===== src/rtl/pueo_trig_pkg.sv =====
// Shared types and constants for the PUEO master trigger source arbiter.
// Trigger word layout: [TBITS-1:0] time, [35:32] source index, rest zero.
package pueo_trig_pkg;

  typedef enum logic [1:0] {
    ST_IDLE    = 2'd0,
    ST_ISSUE   = 2'd1,
    ST_HOLDOFF = 2'd2
  } trig_state_e;

  localparam int TDATA_W     = 48;
  localparam int TD_TIME_LSB = 0;
  localparam int TD_SRC_LSB  = 32;
  localparam int TD_SRC_W    = 4;

  localparam int OFFSET_W   = 16;
  localparam int HOLDOFF_W  = 16;
  localparam int DROP_W     = 16;
  localparam int TRIG_CNT_W = 32;

  localparam int SRC_RF   = 0;
  localparam int SRC_SOFT = 1;
  localparam int SRC_PPS  = 2;
  localparam int SRC_EXT  = 3;

endpackage


===== src/rtl/pueo_rr_select.sv =====
// Round-robin picker: first set bit of pending_i at or after ptr_i, wrapping.
// Purely combinational; valid_o low when nothing is pending.
module pueo_rr_select #(
  parameter int NSRC = 4,
  parameter int PW   = $clog2(NSRC)
) (
  input  logic [NSRC-1:0] pending_i,
  input  logic [PW-1:0]   ptr_i,
  output logic [PW-1:0]   sel_o,
  output logic            valid_o
);

  always_comb begin
    logic [PW-1:0] idx;
    sel_o   = '0;
    valid_o = 1'b0;
    idx     = '0;
    // Walk from farthest to nearest so the nearest hit is the last write.
    for (int i = NSRC - 1; i >= 0; i--) begin
      idx = PW'((int'(ptr_i) + i) % NSRC);
      if (pending_i[idx]) begin
        sel_o   = idx;
        valid_o = 1'b1;
      end
    end
  end

endmodule


===== src/rtl/pueo_trig_source_arbiter.sv =====
// Collects per-source trigger pulses, timestamps them minus a per-source offset,
// and issues them one at a time round-robin on a stream output with holdoff.
module pueo_trig_source_arbiter
  import pueo_trig_pkg::*;
#(
  parameter int NSRC  = 4,
  parameter int TBITS = 32
) (
  input  logic                   sysclk_i,
  input  logic                   rst_i,
  input  logic                   run_i,
  input  logic [TBITS-1:0]       cur_time_i,
  input  logic [NSRC-1:0]        req_i,
  input  logic [NSRC*16-1:0]     offset_i,
  input  logic [15:0]            holdoff_i,
  output logic [47:0]            trigout_tdata,
  output logic                   trigout_tvalid,
  input  logic                   trigout_tready,
  output logic [NSRC*16-1:0]     drop_count_o,
  output logic [31:0]            trig_count_o,
  output logic                   busy_o
);

  localparam int PW = $clog2(NSRC);

  trig_state_e                     state_q, state_d;
  logic [NSRC-1:0]                 pending_q, pending_d;
  logic [NSRC-1:0]                 accept_mask, drop_mask, free_mask, load_mask;
  logic [NSRC-1:0][TBITS-1:0]      stamp_q, stamp_d;
  logic [NSRC-1:0][DROP_W-1:0]     drop_cnt_q, drop_cnt_d;
  logic [PW-1:0]                   rr_ptr_q, rr_ptr_d;
  logic [PW-1:0]                   sel;
  logic                            sel_valid;
  logic [TDATA_W-1:0]              tdata_q, tdata_d;
  logic                            tvalid_q, tvalid_d;
  logic [HOLDOFF_W-1:0]            hcnt_q, hcnt_d;
  logic [TRIG_CNT_W-1:0]           trig_cnt_q, trig_cnt_d;

  pueo_rr_select #(
    .NSRC (NSRC),
    .PW   (PW)
  ) u_rr_select (
    .pending_i (pending_q),
    .ptr_i     (rr_ptr_q),
    .sel_o     (sel),
    .valid_o   (sel_valid)
  );

  // A slot being handed to the output this cycle counts as free, so a new
  // request landing on that same edge is kept instead of dropped.
  for (genvar k = 0; k < NSRC; k++) begin : g_src
    logic [OFFSET_W-1:0] offset_k;
    assign offset_k       = offset_i[OFFSET_W*k +: OFFSET_W];
    assign free_mask[k]   = ~pending_q[k] | load_mask[k];
    assign accept_mask[k] = run_i & req_i[k] & free_mask[k];
    assign drop_mask[k]   = run_i & req_i[k] & ~free_mask[k];
    assign stamp_d[k]     = !run_i         ? '0 :
                            accept_mask[k] ? cur_time_i - TBITS'(offset_k) :
                                             stamp_q[k];
    assign drop_cnt_d[k]  = !run_i ? '0 :
                            (drop_mask[k] && (drop_cnt_q[k] != '1)) ? drop_cnt_q[k] + 1'b1 :
                                                                      drop_cnt_q[k];
  end

  assign pending_d = run_i ? ((pending_q & ~load_mask) | accept_mask) : '0;

  // Output stream: a word is transferred on any edge with tvalid and tready
  // both high; once raised, tvalid and tdata hold until that transfer.
  always_comb begin
    state_d    = state_q;
    tvalid_d   = tvalid_q;
    tdata_d    = tdata_q;
    hcnt_d     = hcnt_q;
    rr_ptr_d   = rr_ptr_q;
    trig_cnt_d = trig_cnt_q;
    load_mask  = '0;
    if (!run_i) begin
      state_d    = ST_IDLE;
      tvalid_d   = 1'b0;
      tdata_d    = '0;
      hcnt_d     = '0;
      rr_ptr_d   = '0;
      trig_cnt_d = '0;
    end else begin
      case (state_q)
        ST_IDLE: begin
          if (sel_valid) begin
            load_mask                            = NSRC'(1) << sel;
            tdata_d                              = '0;
            tdata_d[TD_TIME_LSB +: TBITS]        = stamp_q[sel];
            tdata_d[TD_SRC_LSB +: TD_SRC_W]      = TD_SRC_W'(sel);
            tvalid_d                             = 1'b1;
            rr_ptr_d = (sel == PW'(NSRC - 1)) ? '0 : sel + PW'(1);
            state_d  = ST_ISSUE;
          end
        end
        ST_ISSUE: begin
          if (trigout_tready) begin
            tvalid_d   = 1'b0;
            trig_cnt_d = trig_cnt_q + 1'b1;
            if (holdoff_i == '0) begin
              state_d = ST_IDLE;
            end else begin
              hcnt_d  = holdoff_i;
              state_d = ST_HOLDOFF;
            end
          end
        end
        ST_HOLDOFF: begin
          hcnt_d = hcnt_q - 1'b1;
          if (hcnt_q == HOLDOFF_W'(1)) state_d = ST_IDLE;
        end
        default: state_d = ST_IDLE;
      endcase
    end
  end

  always_ff @(posedge sysclk_i or posedge rst_i) begin
    if (rst_i) begin
      state_q    <= ST_IDLE;
      pending_q  <= '0;
      stamp_q    <= '0;
      drop_cnt_q <= '0;
      rr_ptr_q   <= '0;
      tdata_q    <= '0;
      tvalid_q   <= 1'b0;
      hcnt_q     <= '0;
      trig_cnt_q <= '0;
    end else begin
      state_q    <= state_d;
      pending_q  <= pending_d;
      stamp_q    <= stamp_d;
      drop_cnt_q <= drop_cnt_d;
      rr_ptr_q   <= rr_ptr_d;
      tdata_q    <= tdata_d;
      tvalid_q   <= tvalid_d;
      hcnt_q     <= hcnt_d;
      trig_cnt_q <= trig_cnt_d;
    end
  end

  assign trigout_tdata  = tdata_q;
  assign trigout_tvalid = tvalid_q;
  assign drop_count_o   = drop_cnt_q;
  assign trig_count_o   = trig_cnt_q;
  assign busy_o         = (state_q != ST_IDLE);

endmodule


===== config.mk =====
export PLATFORM = sky130hd
export DESIGN_NAME = pueo_trig_source_arbiter
export DESIGN_NICKNAME = d
export VERILOG_FILES = /design/src/rtl/pueo_trig_pkg.sv /design/src/rtl/pueo_rr_select.sv /design/src/rtl/pueo_trig_source_arbiter.sv
export SDC_FILE = /design/constraint.sdc
export NUM_CORES = 1
export LEC_CHECK = 0
export CAP_MARGIN = 10
export CELL_PAD_IN_SITES_DETAIL_PLACEMENT = 0
export CELL_PAD_IN_SITES_GLOBAL_PLACEMENT = 1
export CORE_UTILIZATION = 40
export CTS_CLUSTER_SIZE = 12
export DETAILED_ROUTE_END_ITERATION = 12
export PLACE_DENSITY_LB_ADDON = 0.08
export SLEW_MARGIN = 30
export SYNTH_ARGS = -nofsm -noshare
export SYNTH_HDL_FRONTEND = slang
export SYNTH_SLANG_ARGS = --single-unit
export TNS_END_PERCENT = 20

===== constraint.sdc =====
create_clock -name sysclk_i -period 15.2 [get_ports sysclk_i]
set_clock_uncertainty 0.1 [all_clocks]
set_input_delay 4.56 -clock sysclk_i [delete_from_list [all_inputs] [get_ports sysclk_i]]
set_output_delay 4.56 -clock sysclk_i [all_outputs]
set_load 0.05 [all_outputs]

# After elaboration in Yosys (flattened, before gate mapping)
# Cells that the tools add are included.
totals:
  regBits: 297
  latchBits: 0
  mem_bits_rw: 0
  mem_bits_ro: 0
  in_bits: 120
  output_inout_bits: 146
  elab_cells: 162
  memories: 0
op_classes:
  n_addsub: 14
  n_mul: 0
  div_mod_pow: 0
  n_lt_le_gt_ge: 5
  eq_ne: 26
  shift: 1
  muxes: 62
  bitwise: 27
  reduce_logical: 12
op_table:
  columns: ["cell", "count"]
  rows:
  - ["2-to-1 mux 32 bit", 12]
  - ["2-to-1 mux 16 bit", 11]
  - ["2-to-1 mux 48 bit", 3]
  - ["subtractor 32 x 16 -> 32 bit", 4]
  - ["adder 16 x 1 -> 16 bit (second input constant)", 4]
  - ["binary-select mux 32 bit (select 2 bit)", 1]
  - ["!= test 16 bit (second input constant)", 4]
  - ["adder 32 x 1 -> 32 bit (second input constant)", 1]
  - ["case mux 16 bit (2 select lines)", 1]
  - ["2-to-1 mux 2 bit", 13]
  - ["!= test 2 x 1 -> 1 bit (second input constant)", 12]
  - ["== test 16 x 1 -> 1 bit (second input constant)", 1]
  - ["zero test 16 bit", 1]
  - ["2-to-1 mux 4 bit", 4]
  - ["subtractor 16 x 1 -> 16 bit (second input constant)", 1]
  - ["< comparator 2 x 3 -> 1 bit (second input constant)", 5]
  - ["AND 1 bit", 12]
  - ["!= test 3 bit (second input constant)", 4]
  - ["2-to-1 mux 1 bit", 11]
  - ["AND reduction 3 bit", 3]
  - ["binary-select mux 1 bit (select 2 bit)", 4]
  - ["inverter 1 bit", 8]
  - ["!= test 3 x 1 -> 1 bit (second input constant)", 2]
  - ["case mux 2 bit (3 select lines)", 1]
  - ["other kinds (14)", 24]

# Longest topological paths before layout
logic_depth:
  ltp_word: 17
  depth_mapped: 13
  mapped_depth_nobuf: 12

# Cells and area by module
# Synthesis repeated with hierarchy kept, for this count alone.
unflattened:
  cells_unflattened: 1945
  area_unflattened_um2: 17624.4
modules_own_cells:
  columns: ["module", "instances", "cells_per_inst", "area_each_um2", "seq_area_each_um2"]
  rows:
  - ["pueo_trig_source_arbiter", 1, 1932, 17546.8, 7081.8]
  - ["pueo_rr_select", 1, 13, 77.6, 0.0]

# Worst setup path after synthesis
# OpenSTA, ideal clock, no wires.
synth_path:
  kind: "input port to flip-flop"
  from: "in cur_time_i[20]"
  to: "reg stamp_q[95] in the netlist's numbering"
  setup_ns: 0.137
  arrival_time_ns: 7.053
  required_ns: 14.963
  slack_ns: 7.910
  stages: 10
  path_buffers: 2
  cell_sequence: "buf_6 -> or4_4 -> or3_1 -> buf_2 -> or2_4 -> or3_4 -> or3_4 -> nand3b_1 -> xnor2_1 -> o21ai_0"
synth_via:
  elab_chain_cells: 3
synth_rtl:
  columns: ["item", "line_no", "rtl"]
  rows:
  - ["start: declaration", "pueo_trig_source_arbiter.sv:12", "input logic [TBITS-1:0] cur_time_i,"]
  - ["subtractor 32 x 16 -> 32 bit", "pueo_trig_source_arbiter.sv:58", "accept_mask[k] ? cur_time_i - TBITS'(offset_k) :"]
  - ["2-to-1 mux 32 bit", "pueo_trig_source_arbiter.sv:58", null]
  - ["2-to-1 mux 32 bit", "pueo_trig_source_arbiter.sv:57", "assign stamp_d[k] = !run_i ? '0 :"]
  - ["end signal: assignment", "pueo_trig_source_arbiter.sv:132", "stamp_q <= stamp_d;"]
  - ["end: declaration", "pueo_trig_source_arbiter.sv:29", "logic [NSRC-1:0][TBITS-1:0] stamp_q, stamp_d;"]
# No other way between the ends. The select of a mux whose other input is x is not followed.
# A chain may end at the register's enable or synchronous reset.

# Worst setup path after layout
layout_path:
  from: "in cur_time_i[1]"
  to: "reg stamp_q[50] in the netlist's numbering"
# Same word-level chain as after synthesis.

==> flow_summary.json <==
{
  "initial_core_util_pct": 40.7,
  "r2r_start": "state_q[0]",
  "critPathLaunchType": "input pin",
  "hold_viol": 0,
  "yosys_warnings": 0,
  "final_common_cell": "dfrtp_1",
  "yosysUniqueCellTypes": 74,
  "synth_edf_count": 0,
  "r2r_cells": 8,
  "status": "complete, no violations",
  "hpwl_mm": 35.0,
  "antennaDiodeCount": 0,
  "cp.arrival_ps": 8150,
  "worst_pin_slew_ps": 985,
  "via_per_inst": 5.51,
  "holdCritPathClass": "reg2reg",
  "criticalPathCategory": "in2reg",
  "drt-initial-drc-count": 1078,
  "postSynthCellCount": 1859,
  "hold_buffers": 0,
  "drv_slew": 0,
  "place_congestion": 0.848,
  "track_usage_pct": 23.6,
  "yosysSeqAreaShare_pct": 41.4,
  "antenna_found_initial": 0,
  "synthArstFlopShare_pct": 100,
  "cts_tree": "built",
  "synth_flop_cell": "dfrtp_1",
  "root_buffer": "clkbuf_16",
  "syn_area_mm2": 0.0171,
  "p_total_mw": 2.15,
  "ant_nets": 0,
  "first_pass_iters": 5,
  "io_pins": 266,
  "layout_common_cells": "dfrtp_1, clkdlybuf4s50_1, nand3_1",
  "rsz0062_at_grt": "false",
  "cts-resized-gates": 0,
  "row_count": 75,
  "route.vias.total": 14500,
  "nets": 2261,
  "die_width_um": 209,
  "cts_setup_buffers": 0,
  "numClockSinks": 283,
  "clk_latency_ps": 540,
  "p_leak_nw": 9.13,
  "wire_per_inst_um": 19.3,
  "slew_headroom_pct": 34.2,
  "p_per_area_mw_per_mm2": 101,
  "worstPathMaxFanout": 8,
  "syn_area_per_cell_um2": 9.21,
  "coreArea_mm2": 0.0420,
  "reg2reg_to": "stamp_q[108]",
  "setup-tns-final_ps": 0,
  "ctsHtreeMaxLevel": 2,
  "vdd.ir_drop.worst_mv": 0.0596,
  "critPathLaunch": "cur_time_i[1]",
  "grt_pass1_wl_mm": 80.9,
  "grt_max_degree": 84,
  "wl_mm": 50.7,
  "globalRouteOverflowTotal": 0,
  "period_share_pct": 51.7,
  "dieHeight_um": 209,
  "path_clk_slew_ps": 60,
  "critPathRequiredTime_ps": 15500,
  "clockBufferDepth": 3,
  "drc": 0,
  "endpoint": "stamp_q[50]",
  "end_kind": "flop",
  "regToRegSetupSlack_ps": 11630,
  "port_buffers": 251,
  "cts_made_buffers": 36,
  "hold_path_depth": 1,
  "holdWs_ps": 380,
  "period_minus_slack_ps": 7850,
  "grt_pass1_vias": 14200,
  "drive_above_1_share_pct": 6.32,
  "setup_violations": 0,
  "layoutNonFillerInstCount": 2628,
  "ys_ff_latch": 283,
  "drv_cap": 0,
  "fmax_mhz": 127,
  "hold_start": "trigout_tvalid",
  "dp.cells": 2566,
  "dieArea_mm2": 0.0436,
  "area_growth_pct": 24.1
}
==> per-layer routing <==
layer  global-route usage (%)  up-vias  part of all wire [%]
li1                         -     7015                     -
met5                        0        -                     0
met1                     34.5     6968                    48
met4                     5.22        0                   1.7
met2                     36.9      424                    45
met3                     3.56       73                   5.4
==> layout make-up <==
type                    instances  area (um2)
clock inverters                 6        73.8
flip-flops and latches        283        7080
well taps                     539         674
multi-input cells            1377        9300
fillers                      3949       20800
repair buffers                268        2650
clock buffers                  56        1090
inverters                      99         380
==> worst max-delay path: stages <==
cell	delay, ps
clkdlybuf4s50_1	660
fa_1	560
a21o_1	190
a221oi_1	520
o21bai_1	170
a221oi_1	560
a21oi_1	420
nor3_1	280
xnor2_1	140
o21ai_0	90
==> stage by stage <==
step | util [%] | area, um2 | setup slack, ps
floorplan | - | 17200 | 2730
global placement | 47.7 | 20100 | 6780
detailed placement | 47.8 | 20100 | 6730
CTS | 50.5 | 21200 | 7330
global route | 50.5 | 21200 | 7050
finish | 50.5 | 21200 | 7350
==> power by group <==
part	internal, mW	switching [mW]	total, mW
combinational	0.183	0.285	0.468
clock	0.509	0.336	0.845
sequential	0.805	0.0359	0.841
==> sequential cells by signal, indices dropped and copies added, names as in the netlist <==
| register | flops |
|---|---|
| stamp_q | 128 |
| drop_count_o | 64 |
| trigout_tdata | 34 |
| trig_count_o | 32 |
| hcnt_q | 16 |
| pending_q | 4 |
| rr_ptr_q | 2 |
| state_q | 2 |
| trigout_tvalid | 1 |
==> how the worst min path moves through the flow <==
stage          slack, ps             end
2_1_floorplan        350      hcnt_q[15]
3_5_place_dp         370  trigout_tvalid
6_report             380  trigout_tvalid
5_1_grt              420      hcnt_q[15]
3_3_place_gp         360  trigout_tvalid
4_1_cts              390  trigout_tvalid
==> Yosys cell counts, types with 15 or more instances <==
cell type	count	share of area (%)
dfrtp_1	283	41
nand3_1	185	5.4
nor2_1	159	3.5
o21ai_0	158	4.6
nand2_1	115	2.5
inv_1	97	2.1
xnor2_1	97	5.0
clkbuf_1	78	1.7
ha_1	72	5.3
xor2_1	72	3.7
a21oi_1	70	2.0
and3_1	33	1.2
a22o_1	32	1.6
mux4_2	32	4.2
nor3_1	32	0.94
a21o_1	22	0.96
nand4_1	21	0.77
or3_1	21	0.77
a31oi_1	19	0.69
and2_1	16	0.58
buf_1	16	0.35
o211ai_1	16	0.70
nand2b_1	15	0.55
o21a_1	15	0.66
==> kinds of logic after synthesis <==
kind of cell / after synthesis / synth area share, %
adders and majority gates: 76 / 5.73
DFF: 283 / 41.4
other: 1 / 0.0219
and+or+nand+nor: 669 / 19.4
AOI/OAI and AO/OA: 409 / 15.1
muxes: 40 / 4.68
xor gates and xnor gates: 169 / 8.64
buffers and inverters: 212 / 5.06
Power figures use the tool's default switching activity.
